<file path="config.mk">
export PLATFORM = sky130hd
export DESIGN_NAME = lsu
export DESIGN_NICKNAME = d
export VERILOG_FILES = /design/src/rtl/lsu.sv
export SDC_FILE = /design/constraint.sdc
export NUM_CORES = 1
export LEC_CHECK = 0
export BUFFER_PORTS_ARGS = -buffer_cell sky130_fd_sc_hd__buf_4
export CORE_UTILIZATION = 45
export CTS_CLUSTER_SIZE = 30
export DETAILED_ROUTE_END_ITERATION = 8
export PLACE_DENSITY = 0.81
export SKIP_CTS_REPAIR_TIMING = 1
export SLEW_MARGIN = 40
export SYNTH_ARGS = -nofsm -noshare
export SYNTH_HDL_FRONTEND = slang
export SYNTH_SLANG_ARGS = --single-unit
</file>
<file path="constraint.sdc">
create_clock -name i_clk -period 2.3 [get_ports i_clk]
set_clock_uncertainty 0.1 [all_clocks]
set_input_delay 0 -clock i_clk [delete_from_list [all_inputs] [get_ports i_clk]]
set_output_delay 0 -clock i_clk [all_outputs]
set_load 0.01 [all_outputs]
</file>
<file path="src/rtl/lsu.sv">
// lsu: RV32I load/store unit issuing one word-aligned transaction on a req/gnt/rvalid port.
// Define LSU_TIMEOUT_EN to abort a transaction with o_bus_err after MAX_WAIT cycles in REQ+WAIT.
module lsu #(
  parameter int unsigned MAX_WAIT = 255
) (
  input  logic        i_clk,
  input  logic        i_rst_n,
  input  logic        i_valid,
  output logic        o_ready,
  input  logic        i_we,
  input  logic [2:0]  i_funct3,
  input  logic [31:0] i_addr,
  input  logic [31:0] i_wdata,
  input  logic [4:0]  i_rd,
  output logic        o_mem_req,
  output logic        o_mem_we,
  output logic [31:0] o_mem_addr,
  output logic [3:0]  o_mem_be,
  output logic [31:0] o_mem_wdata,
  input  logic        i_mem_gnt,
  input  logic        i_mem_rvalid,
  input  logic [31:0] i_mem_rdata,
  output logic        o_wb_valid,
  output logic [4:0]  o_wb_rd,
  output logic [31:0] o_wb_data,
  output logic        o_misalign,
  output logic        o_bus_err
);
  typedef enum logic [1:0] {IDLE = 2'd0, REQ = 2'd1, WAIT = 2'd2} state_t;

  state_t      state;
  logic [2:0]  ld_f3;
  logic [1:0]  ld_off;
  logic [4:0]  ld_rd;
  logic        op_illegal, op_misal;
  logic [3:0]  be_n;
  logic [31:0] wdata_n;
  logic [7:0]  rd_byte;
  logic [15:0] rd_half;
  logic [31:0] ld_data;
  logic        abort;

  assign o_ready = (state == IDLE);

  // funct3[1:0] encodes the access size for every legal load and store
  always_comb begin
    op_illegal = i_we ? (i_funct3 > 3'b010)
                      : (i_funct3 == 3'b011 || i_funct3[2:1] == 2'b11);
    op_misal   = 1'b0;
    be_n       = 4'b1111;
    wdata_n    = i_wdata;
    case (i_funct3[1:0])
      2'b01:   op_misal = i_addr[0];
      2'b10:   op_misal = |i_addr[1:0];
      default: ;
    endcase
    if (i_we) begin
      case (i_funct3[1:0])
        2'b00: begin
          be_n    = 4'b0001 << i_addr[1:0];
          wdata_n = {4{i_wdata[7:0]}};
        end
        2'b01: begin
          be_n    = i_addr[1] ? 4'b1100 : 4'b0011;
          wdata_n = {2{i_wdata[15:0]}};
        end
        default: ;
      endcase
    end
  end

  always_comb begin
    rd_byte = i_mem_rdata[{ld_off, 3'b000} +: 8];
    rd_half = ld_off[1] ? i_mem_rdata[31:16] : i_mem_rdata[15:0];
    case (ld_f3)
      3'b000:  ld_data = {{24{rd_byte[7]}}, rd_byte};
      3'b001:  ld_data = {{16{rd_half[15]}}, rd_half};
      3'b100:  ld_data = {24'd0, rd_byte};
      3'b101:  ld_data = {16'd0, rd_half};
      default: ld_data = i_mem_rdata;
    endcase
  end

`ifdef LSU_TIMEOUT_EN
  logic [7:0] wait_cnt;
  // a response arriving in the final WAIT cycle still completes normally
  assign abort = (wait_cnt == 8'(MAX_WAIT - 1)) &&
                 (state == REQ || (state == WAIT && !i_mem_rvalid));
`else
  logic unused_cfg;
  assign abort      = 1'b0;
  assign unused_cfg = ^32'(MAX_WAIT);
  assign o_bus_err  = 1'b0;
`endif

  always_ff @(posedge i_clk or negedge i_rst_n) begin
    if (!i_rst_n) begin
      state       <= IDLE;
      o_mem_req   <= 1'b0;
      o_mem_we    <= 1'b0;
      o_mem_addr  <= '0;
      o_mem_be    <= '0;
      o_mem_wdata <= '0;
      o_wb_valid  <= 1'b0;
      o_wb_rd     <= '0;
      o_wb_data   <= '0;
      o_misalign  <= 1'b0;
      ld_f3       <= '0;
      ld_off      <= '0;
      ld_rd       <= '0;
`ifdef LSU_TIMEOUT_EN
      wait_cnt    <= '0;
      o_bus_err   <= 1'b0;
`endif
    end else begin
      o_wb_valid <= 1'b0;
      o_misalign <= 1'b0;
`ifdef LSU_TIMEOUT_EN
      o_bus_err  <= abort;
      if (state != IDLE) wait_cnt <= wait_cnt + 8'd1;
`endif
      case (state)
        IDLE: begin
          if (i_valid) begin
            if (op_illegal || op_misal) begin
              o_misalign <= 1'b1;
            end else begin
              state       <= REQ;
              o_mem_req   <= 1'b1;
              o_mem_we    <= i_we;
              o_mem_addr  <= {i_addr[31:2], 2'b00};
              o_mem_be    <= be_n;
              o_mem_wdata <= wdata_n;
              ld_f3       <= i_funct3;
              ld_off      <= i_addr[1:0];
              ld_rd       <= i_rd;
`ifdef LSU_TIMEOUT_EN
              wait_cnt    <= '0;
`endif
            end
          end
        end
        REQ: begin
          if (abort) begin
            state     <= IDLE;
            o_mem_req <= 1'b0;
          end else if (i_mem_gnt) begin
            state     <= WAIT;
            o_mem_req <= 1'b0;
          end
        end
        WAIT: begin
          if (i_mem_rvalid) begin
            state <= IDLE;
            if (!o_mem_we && ld_rd != 5'd0) begin
              o_wb_valid <= 1'b1;
              o_wb_rd    <= ld_rd;
              o_wb_data  <= ld_data;
            end
          end else if (abort) begin
            state <= IDLE;
          end
        end
        default: state <= IDLE;
      endcase
    end
  end
endmodule

</file>
==> results by group <==
Floorplanning
  – Core ar.: 0.0120 mm2
  – Initial Util: 46.3%
  – Chip height: 113 um
  – Die W: 113 um
  – Die footprint: 0.0128 mm2
  – Site Rows: 40
  – Number of I/O pins: 221

Clocking
  – Clock transition at path regs: 0.06 ns
  – CTS tree: built
  – CTS root buf: clkbuf_16
  – Max Root-Sink Buffers: 2
  – Clk_lat worst skew: 0.42 ns
  – TritonCTS buffer count: 17
  – CTS Sinks: 119
  – Clock H-tree levels: 4

Layout
  – Fillers: 743
  – Share of post-route cells with drive strength above 1: 40.9%
  – Most frequent cells in the layout: 232 x buf_4, 119 x dfrtp_1, 110 x dlygate4sd3_1
  – # nets final: 930
  – Diode count: 0
  – Most common cell after layout, fill and taps aside: buf_4
  – Fin cells: 973
  – Area grow syn2layout: 61.6%

Detailed routing
  – First-iteration detailed-routing DRC count: 292
  – Vias per cell: 5.47
  – Top Metal Used: met4
  – Wl on met1: 6840 um
  – Met3 WL post-DR: 1460 um
  – WL final: 18600 um
  – ANT nets after route: 0
  – Vias: 5325
  – DRT Pass-1 Iters: 7
  – Post-DR wirelength/cell: 19.1 um
  – DRC violations left: 0
  – Metal2 WL: 9750 um

Logic synthesis
  – Ys flop type: dfrtp_1
  – Largest family of logic cells by synthesized area: multiplexers
  – Ys async rst share: 100%
  – Synth Area per Inst: 11.5 um2
  – Post-synthesis cell type count: 40
  – Yosys warning total: 0
  – Number of synthesized flops with an enable pin: 0
  – Post-synthesis mux area share: 18.2%
  – Post-Synth Adder-Cell Area: 0.899%
  – Seq cells post-synth: 119
  – Post-Syn Instances: 484
  – Cell Area, Synth: 0.00557 mm2
  – Simple logic cell fraction of the synthesized area: 10.7%
  – Sequential share of the synthesized area: 53.5%
  – Synth Area in XOR/XNOR: 0%
  – Synth Area in Compound Gates: 12.1%

Critical path
  – Worst path arrival time: 2.30 ns
  – Worst EP required: 2.49 ns
  – FF-to-FF path depth: 6
  – Crit path kind: in -> reg
  – R2r startpoint: ld_rd[0]$_DFFE_PN0P_
  – Setup crit end kind: register
  – R2r setup slk: 0.38 ns
  – Startpoint type of the worst setup path: input port
  – Maximum net fanout on the critical path: 27
  – R2R Path End: o_wb_data[22]$_DFFE_PN0P_

Timing
  – Final Max Slew Viols: 0
  – Final Hold Viols: 0
  – Minimum clock period: 2.11 ns
  – Slew margin rel.: 51.3%
  – Final setup fails: 0
  – RSZ-0062 raised after global routing: no
  – Worst Max-Slew Pin Slew: 0.730 ns
  – Highest clock rate: 475 MHz
  – Final Cycle Share: 91.6%
  – Hold slack final: 0.0762 ns
  – Setup_tns: 0 ns

Global route
  – Initial antenna violation count: 0
  – First-pass GRT wire length: 23800 um
  – Global route total overflow: 0
  – Pin count of the biggest net entering global routing: 56
  – Total GRT Usage: 24.0%
  – Vias in the first global route: 4765

Placement
  – Detailed placement HPWL: 10900 um
  – Inst Count DP: 834
  – GPL Wtd Cong: 0.837
  – IO buf count: 217

Hold path
  – Min-Delay Path Class: in -> async

Power
  – Total Power: 10.3 mW
  – Max VDD drop: 0.725 mV
  – Leak: 4.36 nW
  – PD cells: 1140 mW/mm2

Outcome
  – Outcome: finished clean

Flow run
  – Max Cap Violations: 0
-- registers in the layout, summed over array words and instances, names as in the netlist --
name / count
state: 2
o_mem_be: 4
o_wb_valid: 1
ld_off: 2
o_mem_wdata: 32
o_misalign: 1
o_wb_data: 32
o_mem_we: 1
ld_rd: 5
o_mem_req: 1
o_wb_rd: 5
o_mem_addr: 30
ld_f3: 3
-- worst max-delay path: stages --
cell           delay, ns
dlygate4sd3_1       0.57
buf_4               0.16
inv_1               0.07
ha_1                0.30
o211a_1             0.15
a31oi_1             0.05
nand4_1             0.19
buf_4               0.39
mux2_2              0.41
-- through the flow --
stage / instance area, um2 / util [%] / worst slack [ns]
3_5_place_dp: 7380 / 61.5 / 0.416
4_1_cts: 7890 / 65.7 / 0.399
6_report: 8990 / 74.9 / 0.193
5_1_grt: 8990 / 74.9 / 0.116
3_3_place_gp: 7380 / 61.5 / 0.467
2_1_floorplan: 5570 / - / 0.509
-- power breakdown --
group | leakage [nW] | internal, mW | switching (mW) | total [mW]
logic | 2.68 | 2.30 | 1.94 | 4.24
clock network | 0.255 | 1.43 | 0.896 | 2.33
registers | 1.42 | 3.03 | 0.650 | 3.68
total | 4.36 | 6.76 | 3.49 | 10.3
-- cells by family after synthesis --
group	after synthesis
AO/OA/AOI/OAI	99
adder cells (fa/ha/maj)	4
AND/OR/NAND/NOR	115
buffers and inverters	55
flip-flops	119
other	1
multiplexers	91
-- worst max path at each step --
| stage | startpoint | cells past startpoint | to | slack (ns) |
|---|---|---|---|---|
| CTS | ld_rd[0]$_DFFE_PN0P_ | 6 | o_wb_data[22]$_DFFE_PN0P_ | 0.40 |
| floorplan | ld_rd[0]$_DFFE_PN0P_ | 5 | o_wb_data[18]$_DFFE_PN0P_ | 0.51 |
| finish | i_funct3[0] | 9 | o_mem_wdata[16]$_DFFE_PN0P_ | 0.19 |
| detailed placement | ld_rd[0]$_DFFE_PN0P_ | 5 | o_wb_data[0]$_DFFE_PN0P_ | 0.42 |
| global route | i_funct3[0] | 9 | o_mem_wdata[16]$_DFFE_PN0P_ | 0.12 |
| global placement | ld_rd[0]$_DFFE_PN0P_ | 5 | o_wb_data[2]$_DFFE_PN0P_ | 0.47 |
-- synth_stat cells (all sizes together) (14+ instances only) --
cell type / number / area (um2)
nand3: 24 / 120
buf: 26 / 144
o21ai: 18 / 101
nand2: 40 / 150
a21oi: 26 / 130
a22oi: 16 / 120
nor2: 15 / 56.3
mux2: 72 / 811
mux2i: 18 / 180
inv: 20 / 75.1
a22o: 14 / 123
dfrtp: 119 / 2980
-- layout make-up --
class	count	area [um2]	area share (%)
well taps	147	184	2.05
flip-flops and latches	119	2980	33.1
clock inverters	5	25.0	0.278
repair buffers	345	2900	32.3
multi-input cells	312	2340	26.0
clock buffers	24	482	5.36
inverters	21	78.8	0.877
-- layer usage --
metal | global-route usage [%] | vias up
met5 | 0 | -
met4 | 9.04 | 0
met3 | 7.12 | 55
met2 | 40.5 | 315
met1 | 29.0 | 2573
li1 | - | 2382
No activity file was read; power rests on OpenSTA's default activity.
